File: src/rtl/riscv_mem_pipe.sv
// riscv_mem_pipe: STAGES-deep memory-pipeline register chain with WB stall, exception flush and async reset.
// Build option: define RISCV_MEM_PIPE_BADADDR_EN to carry pc_badaddr through the stages.
module riscv_mem_pipe #(
    parameter int              XLEN           = 32,
    parameter logic [XLEN-1:0] PC_INIT        = 'h200,
    parameter int              STAGES         = 2,
    parameter int              ILEN           = 32,
    parameter int              EXCEPTION_SIZE = 16
) (
    input  logic                          clk,
    input  logic                          rst,
    input  logic                          wb_stall,
    input  logic [XLEN-1:0]               ex_pc,
    input  logic                          ex_bubble,
    input  logic [ILEN-1:0]               ex_instr,
    input  logic [EXCEPTION_SIZE-1:0]     ex_exception,
    input  logic [XLEN-1:0]               ex_pc_badaddr,
    input  logic [XLEN-1:0]               ex_r,
    input  logic [XLEN-1:0]               dmem_adr,
    input  logic [EXCEPTION_SIZE-1:0]     wb_exception,
    output logic [XLEN-1:0]               mem_pc,
    output logic [ILEN-1:0]               mem_instr,
    output logic                          mem_bubble,
    output logic [EXCEPTION_SIZE-1:0]     mem_exception,
    output logic [XLEN-1:0]               mem_pc_badaddr,
    output logic [XLEN-1:0]               mem_r,
    output logic [XLEN-1:0]               mem_memadr,
    output logic [$clog2(STAGES+1)-1:0]   mem_inflight,
    output logic                          mem_kill
);

    localparam int CNT_W = $clog2(STAGES + 1);

    logic [XLEN-1:0]           pc_p     [STAGES];
    logic [ILEN-1:0]           instr_p  [STAGES];
    logic                      bubble_p [STAGES];
    logic [EXCEPTION_SIZE-1:0] exc_p    [STAGES];
    logic [XLEN-1:0]           r_p      [STAGES];
    logic [XLEN-1:0]           memadr_p [STAGES];
    logic [STAGES-1:0]         vld_p;
    logic                      advance;

    // A trap leaving the last stage, or one already in WB, flushes the whole chain.
    assign mem_kill = (|wb_exception) | (|exc_p[STAGES-1]);
    assign advance  = !mem_kill && !wb_stall;

    for (genvar g = 0; g < STAGES; g++) begin : g_stage
        logic [XLEN-1:0]           pc_d;
        logic [ILEN-1:0]           instr_d;
        logic                      bubble_d;
        logic [EXCEPTION_SIZE-1:0] exc_d;
        logic [XLEN-1:0]           r_d;
        logic [XLEN-1:0]           memadr_d;

        if (g == 0) begin : g_head
            assign pc_d     = ex_pc;
            assign instr_d  = ex_instr;
            assign bubble_d = ex_bubble;
            assign exc_d    = ex_exception;
            assign r_d      = ex_r;
            assign memadr_d = dmem_adr;
        end else begin : g_tail
            assign pc_d     = pc_p[g-1];
            assign instr_d  = instr_p[g-1];
            assign bubble_d = bubble_p[g-1];
            assign exc_d    = exc_p[g-1];
            assign r_d      = r_p[g-1];
            assign memadr_d = memadr_p[g-1];
        end

        // Control and PC: flushed by kill (PC held), frozen by stall.
        always_ff @(posedge clk or posedge rst) begin
            if (rst) begin
                pc_p[g]     <= PC_INIT;
                bubble_p[g] <= 1'b1;
                exc_p[g]    <= '0;
            end else if (mem_kill) begin
                bubble_p[g] <= 1'b1;
                exc_p[g]    <= '0;
            end else if (!wb_stall) begin
                pc_p[g]     <= pc_d;
                bubble_p[g] <= bubble_d;
                exc_p[g]    <= exc_d;
            end
        end

        // Payload carries no reset; it is meaningless while the stage is a bubble.
        always_ff @(posedge clk) begin
            if (advance) begin
                instr_p[g]  <= instr_d;
                r_p[g]      <= r_d;
                memadr_p[g] <= memadr_d;
            end
        end

        assign vld_p[g] = !bubble_p[g];
    end

`ifdef RISCV_MEM_PIPE_BADADDR_EN
    logic [XLEN-1:0] badaddr_p [STAGES];

    for (genvar g = 0; g < STAGES; g++) begin : g_badaddr
        logic [XLEN-1:0] badaddr_d;
        if (g == 0) begin : g_head
            assign badaddr_d = ex_pc_badaddr;
        end else begin : g_tail
            assign badaddr_d = badaddr_p[g-1];
        end

        always_ff @(posedge clk or posedge rst) begin
            if (rst) begin
                badaddr_p[g] <= '0;
            end else if (advance) begin
                badaddr_p[g] <= badaddr_d;
            end
        end
    end

    assign mem_pc_badaddr = badaddr_p[STAGES-1];
`else
    logic unused_badaddr;
    assign unused_badaddr = ^ex_pc_badaddr;
    assign mem_pc_badaddr = '0;
`endif

    assign mem_pc        = pc_p[STAGES-1];
    assign mem_instr     = instr_p[STAGES-1];
    assign mem_bubble    = bubble_p[STAGES-1];
    assign mem_exception = exc_p[STAGES-1];
    assign mem_r         = r_p[STAGES-1];
    assign mem_memadr    = memadr_p[STAGES-1];
    assign mem_inflight  = CNT_W'($countones(vld_p));

endmodule
File: config.mk
export PLATFORM = sky130hd
export DESIGN_NAME = riscv_mem_pipe
export DESIGN_NICKNAME = d
export VERILOG_FILES = /design/src/rtl/riscv_mem_pipe.sv
export SDC_FILE = /design/constraint.sdc
export NUM_CORES = 1
export LEC_CHECK = 0
export ABC_AREA = 0
export ABC_CLOCK_PERIOD_IN_PS = 14150
export CAP_MARGIN = 10
export CORE_MARGIN = 1
export CORE_UTILIZATION = 47
export CTS_CLUSTER_SIZE = 14
export DETAILED_ROUTE_END_ITERATION = 10
export PLACE_DENSITY = 0.93
export SETUP_SLACK_MARGIN = 0.4
export SLEW_MARGIN = 10
export SYNTH_ARGS = -nofsm -noshare
export SYNTH_HDL_FRONTEND = slang
export SYNTH_SLANG_ARGS = --single-unit
File: constraint.sdc
create_clock -name clk -period 14.15 [get_ports clk]
set_input_delay 1.415 -clock clk [delete_from_list [all_inputs] [get_ports clk]]
set_output_delay 1.415 -clock clk [all_outputs]
set_load 0.05 [all_outputs]
==> results.py <==
metrics = {
    "run_status": {
        "status": "complete, no violations",
    },
    "yosys": {
        "synth_cells": 467,
        "syn_area_per_cell_sq_um": 20.79,
        "ys.warnings.count": 0,
        "yosysUniqueCellTypes": 21,
        "synth_seq_area_share_pct": 84.68,
        "synth_top_area_cell": "edfxtp_1",
        "synth.cell_area_sq_mm": 0.009711,
        "ys_ff_latch": 290,
        "synthTopCellsByArea": "edfxtp_1 (59%), dfrtp_1 (24%), mux2_2 (6.7%)",
        "yosysTopAreaCellShare_pct": 59.37,
    },
    "run": {
        "maxCapViolCount": 0,
    },
    "power": {
        "p_total_mw": 1.672,
        "vdd_drop_max_mv": 0.09067,
        "leakagePower_nw": 5.374,
        "power.density_mw_per_mm2": 120.5,
    },
    "global_routing": {
        "grt_max_degree": 199,
        "overflow": 0,
        "grt_pass1_vias": 5284,
        "antenna_found_initial": 1,
        "grt_util_all_layers_pct": 20.27,
        "grt_pass1_wl_microns": 32260,
    },
    "detailed_routing": {
        "drtIter0Drc": 307,
        "drc": 0,
        "totalWireLength_microns": 21760,
        "drt-pass1-iter-count": 4,
        "drtAntennaViolNets": 0,
        "vias": 5160,
        "wl_per_cell_microns": 19.93,
        "via_per_inst": 4.725,
    },
    "floorplan": {
        "num_rows": 52,
        "start_util_pct": 47.99,
        "die_w_microns": 145.7,
        "die-area_sq_mm": 0.02124,
        "core_area_sq_mm": 0.02023,
        "ioPinCount": 376,
        "die_h_microns": 145.7,
    },
    "setup_path": {
        "worstSetupPathType": "in2out",
        "max_stage_delay_ps": 860,
        "crit_required_ps": 12730,
        "end_kind": "primary output",
        "path_max_fanout": 17,
        "crit_buf_inv": 3,
        "cp-start-kind": "primary input",
        "path_cells": "clkdlybuf4s50_1 -> nor4_1 -> nand4_1 -> nor2_1 -> clkinv_1 -> clkdlybuf4s50_1",
        "worstPathArrival_ps": 3970,
        "cp_top_family": "buffers and inverters",
        "cp_slowest_cell": "clkdlybuf4s50_1",
        "crit_top_cell": "clkdlybuf4s50_1",
    },
    "clocking": {
        "clkTransAtPathRegs_ps": 60,
        "clk_path_buf_depth": 3,
        "cts.sinks": 290,
        "cts_buffers": 29,
        "cts_setup_buffers": 0,
        "htreeDepth": 1,
        "cts_tree": "yes",
        "ctsHoldBuffers": 0,
        "cts_root_buf": "clkbuf_16",
        "insertion_delay_ps": 520,
        "cts_resized": 0,
    },
    "timing": {
        "setup_viol": 0,
        "drv_slew": 0,
        "slew_headroom_pct": 21.15,
        "clock_skew_ps": 12.84,
        "fmax_mhz": 185.8,
        "hold_violations": 0,
        "fin_setup_tns_ps": 0,
        "worst_slew_pin_slew_ps": 1183,
        "fin_crit_sh_pct": 38.05,
        "period_needed_ps": 5384,
        "rsz0062_at_grt": "no",
    },
    "worst_hold_path": {
        "min_path_type": "reg2reg",
    },
    "placed_design": {
        "gp_congestion": 0.8181,
        "dp_hpwl_microns": 14710,
        "io_buffers": 311,
    },
    "layout": {
        "drive_gt1_share_pct": 13.15,
        "nNetsFinal": 998,
        "syn_to_final_growth_pct": 42.87,
    },
}
## path summary, 6_finish.rpt
check                                 startpoint                   to  slack (ps)  depth (start not counted)
worst max-delay path             wb_exception[7]             mem_kill        8770                          6
worst max register to register  mem_exception[4]           mem_pc[18]       10730                          6
max in group asynchronous                    rst  g_stage[1].exc_d[3]       11630                          3
worst min register to register     instr_p[0][9]       instr_p[0][41]         410                          0
worst min-delay path               instr_p[0][9]       instr_p[0][41]         410                          0
min in group asynchronous                    rst  g_stage[1].pc_d[14]        1350                          2
## through the flow
stage	util, %	cell area (sq um)	hold slack (ps)	instances	setup WS, ps
detailed placement	64.31	13010	404.5	1040	8798
floorplan	-	9827	400.3	498	6053
finish	68.56	13870	410.5	1092	8766
CTS	68.55	13870	412.7	1091	8792
global placement	64.31	13010	401.0	1040	8846
global route	68.55	13870	417.2	1091	8597
## cell usage after synthesis
cell and n:
clkbuf_1 1, inv_1 3, clkinv_1 1, buf_2 3, ha_1 1, nor2_1 17
nand4_1 2, buf_1 1, dfrtp_1 94, dfstp_2 4, buf_4 38, edfxtp_1 192
o211ai_1 1, mux2_2 58, conb_1 1, nand2_1 2, mux2_1 6, and2_1 16
mux2i_1 17, nor4_1 8, nor3_4 1
## cells by family after synthesis
family          Yosys count  share of synthesized area, %
compound gates            1                       0.07734
fa+ha+maj                 1                        0.1288
buf+inv                  47                         3.324
flops                   290                         84.68
mux                      81                         9.174
other cells               1                       0.03862
simple gates             46                         2.577
## power by group
| group | internal (mW) | switching, mW |
|---|---|---|
| Combinational | 0.0416 | 0.0344 |
| Clock | 0.392 | 0.303 |
| Sequential | 0.901 | 0.0000166 |
| Total | 1.33 | 0.337 |
## worst register-to-register path: stages (launching register included)
cell and delay, ps:
dfrtp_1 380, nor4_1 370, nand4_1 240, nor3_4 210, buf_4 670, buf_12 610, mux2_2 810
## sequential cells by signal, indices dropped and copies added, names as in the netlist
register	count
instr_p	64
g_stage.exc_d	16
g_stage.pc_d	32
memadr_p	64
g_stage.bubble_d	1
mem_bubble	1
r_p	64
mem_exception	16
mem_pc	32
## cell type report
class / instances / area, sq um
Sequential cell: 290 / 8223
Fill cell: 1244 / 6361
Multi-Input combinational cell: 161 / 1281
Antenna cell: 1 / 2.502
Clock inverter: 17 / 112.6
Tap cell: 270 / 337.8
Timing Repair Buffer: 315 / 3156
Clock buffer: 34 / 744.5
Inverter: 4 / 16.27
## layer usage
| layer | global-route usage, % | vias to the layer above | wire length, microns |
|---|---|---|---|
| met5 | 0 | - | 0 |
| met1 | 24.18 | 2559 | 8073 |
| met2 | 35.19 | 243 | 11160 |
| met4 | 5.158 | 0 | 384 |
| li1 | - | 2323 | - |
| met3 | 6.928 | 35 | 2151 |
## layout by cell type (no fill, tap or decap), drive strengths merged
cell / count
and2: 16
buf: 4
bufinv: 1
clkbuf: 34
clkdlybuf4s50: 311
clkinv: 12
clkinvlp: 4
conb: 32
dfrtp: 94
dfstp: 4
diode: 1
edfxtp: 192
ha: 1
inv: 4
mux2: 64
mux2i: 17
nand2: 2
nand4: 2
nor2: 17
nor3: 1
nor4: 8
o211ai: 1
No activity file was read; power rests on OpenSTA's default activity.
==> edit: new RTL, same settings <==
The option `RISCV_MEM_PIPE_BADADDR_EN` is turned on by a define.
--- a/src/rtl/riscv_mem_pipe.sv
+++ b/src/rtl/riscv_mem_pipe.sv
@@ -1,5 +1,7 @@
 // riscv_mem_pipe: STAGES-deep memory-pipeline register chain with WB stall, exception flush and async reset.
 // Build option: define RISCV_MEM_PIPE_BADADDR_EN to carry pc_badaddr through the stages.
+`define RISCV_MEM_PIPE_BADADDR_EN
+
 module riscv_mem_pipe #(
     parameter int              XLEN           = 32,
     parameter logic [XLEN-1:0] PC_INIT        = 'h200,
Function: changed (Yosys sat finds a counterexample within 4 cycles, from zero or initial values and one cycle with rst high).
==> edit against the original RTL <==
Area after synthesis grew 22%. Routed wire length grew 26%. Hold slack gained 0.0039 ns. Cell area grew 23%. Clock power grew 29%. Global-route usage grew 1.1 points. Sequential power grew 20%. Power grew 22%. Sequential cell count grew 64. Setup slack lost 0.16 ns. First-iteration DRC count grew 50%. Largest power group unchanged. Highest routed layer unchanged.
==> edit: results (changes against the original RTL) <==
| Metric | Value |
|---|---|
| Area of placed instances | `15900 µm² (was 13000 µm²)` |
| First-pass GRT wire length | `41.1 mm (was 32.3 mm)` |
| Static leakage | `6.91 nW (was 5.37 nW)` |
| Root Buffer | `clkbuf_16 (unchanged)` |
| Clock transition at path regs | `0.06 ns (about the same)` |
| Post_cts resized | `0 (unchanged)` |
| Yosys warns | `0 (unchanged)` |
| Regs by FF count | `instr_p (64), memadr_p (64), r_p (64) (unchanged)` |
| Wirelength per Cell | `20.7 µm (was 19.9 µm)` |
| Area contributors post-synth | `edfxtp_1, dfrtp_1, mux2_2 (unchanged)` |
| Vias in the first global route | `7079 (was 5284)` |
| H-tree depth | `2 (was 1)` |
| Rel. slew slack | `21.5% (was 21.2%)` |
| CP Max Fanout | `86 (was 17)` |
| Clk buf depth | `3 (unchanged)` |
| Sw Pwr | `0.394 mW (was 0.337 mW)` |
| Reg2reg setup slack | `9.77 ns (was 10.73 ns)` |
| Number of diodes | `0 (was 1)` |
| Arr. time, crit path | `5.93 ns (was 3.97 ns)` |
| Layout cells sized above 1 | `16.1% (was 13.2%)` |
| Top_reg_cell synth | `edfxtp_1 (unchanged)` |
| Num CTS Buffers | `36 (was 29)` |
| Postcts setup bufs | `0 (unchanged)` |
| Initial antenna violation count | `1 (unchanged)` |
| Clk Latency, worst-skew pair | `0.51 ns` |
| Status | `finished clean (unchanged)` |
| # nets final | `1166 (was 998)` |
| Post-synth EDFFs | `192 (unchanged)` |
| Vias/cell | `4.92 (was 4.73)` |
| Post-DP HPWL | `19.1 mm (was 14.7 mm)` |
| Routed Antenna Nets | `0 (unchanged)` |
| Largest net degree at the start of global routing | `92 (was 199)` |
| Syn nets | `~770` |
| Maximum vdd drop | `0.0000980 V (was 0.0000907 V)` |
| Synth cell count leaders | `edfxtp_1, dfrtp_1, mux2_2 (unchanged)` |
| Post-synthesis async set-or-reset flop share | `45.8% (was 33.8%)` |
| Final GP Congestion | `0.813 (was 0.818)` |
| Violation count after the first detailed-route iteration | `461 (was 307)` |
| First-pass DRT Iterations | `5 (was 4)` |
| Synth cell types | `21 (unchanged)` |
| Clock skew | `0.0128 ns (about the same)` |
| Hold Crit Class | `reg2reg (unchanged)` |
| Gr usage total | `21.3% (was 20.3%)` |
| Seq/Total Area, Yosys | `82.8% (was 84.7%)` |
| I/O Buffers | `375 (was 311)` |
-- edit: final cells by class --
| class | count | area [µm²] |
|---|---|---|
| flip-flops and latches | 354 | 9820 |
| fillers | 1528 | 7490 |
| repair buffers | 380 | 3790 |
| multi-input cells | 193 | 1880 |
| clock buffers | 48 | 1010 |
| well taps | 324 | 405 |
| clock inverters | 17 | 121 |
| inverters | 4 | 20.0 |
-- edit: power by group through the flow --
stage                     clock network, mW  registers [mW]  logic [mW]
final                                 0.894            1.08      0.0699
after global routing                  0.956            1.08      0.0750
after CTS                             0.917            1.08      0.0710
after detailed placement                  0            1.10      0.0695
after global placement                    0            1.10      0.0668
after floorplan                           0            1.10      0.0109
-- edit: kinds of logic (layout without fill, tap and decap cells) --
family / count (synthesis) / count (layout) / share of synthesized area [%]
flip-flops: 354 / 354 / 82.8
multiplexers: 145 / 145 / 13.6
AND/OR/NAND/NOR: 46 / 46 / 2.01
buffers and inverters: 23 / 449 / 1.49
adder cells (fa/ha/maj): 1 / 1 / 0.105
AO/OA/AOI/OAI: 1 / 1 / 0.0633
-- edit: routing by layer --
metal | global-route usage, % | vias up | wire length (µm)
met5 | 0 | - | 0
met4 | 7.25 | 0 | 726
met3 | 8.37 | 50 | 2970
met2 | 37.6 | 327 | 14200
met1 | 23.4 | 3223 | 9490
li1 | - | 2890 | -
-- edit: final timing paths --
path | cells past startpoint | endpoint | startpoint
max in group asynchronous | 3 | mem_pc_badaddr[2]$_DFFE_PP0P_ | rst
worst max-delay path | 6 | g_badaddr[1].badaddr_d[8]$_DFFE_PP0P_ | wb_stall
min in group asynchronous | 2 | mem_pc[30]$_DFFE_PP0P_ | rst
worst min register to register | 0 | instr_p[0][33]$_DFFE_PP_ | instr_p[0][1]$_DFFE_PP_
worst min-delay path | 0 | instr_p[0][33]$_DFFE_PP_ | instr_p[0][1]$_DFFE_PP_
worst max register to register | 7 | g_badaddr[1].badaddr_d[8]$_DFFE_PP0P_ | mem_exception[11]$_DFFE_PP0P_
-- edit: worst max-delay path: stages --
cell	delay [ns]
clkdlybuf4s50_1	1.02
nor3_2	0.37
buf_4	0.71
buf_4	0.92
buf_4	0.94
mux2_2	0.43
-- edit: through the flow --
| stage | hold slack, ns | setup WS (ns) | cells | util, % |
|---|---|---|---|---|
| floorplan | 0.400 | 8.37 | 570 | - |
| global route | 0.421 | 8.29 | 1320 | 69.5 |
| global placement | 0.400 | 8.19 | 1255 | 64.9 |
| finish | 0.414 | 8.60 | 1320 | 69.5 |
| CTS | 0.414 | 8.63 | 1320 | 69.5 |
| detailed placement | 0.405 | 8.08 | 1255 | 64.9 |
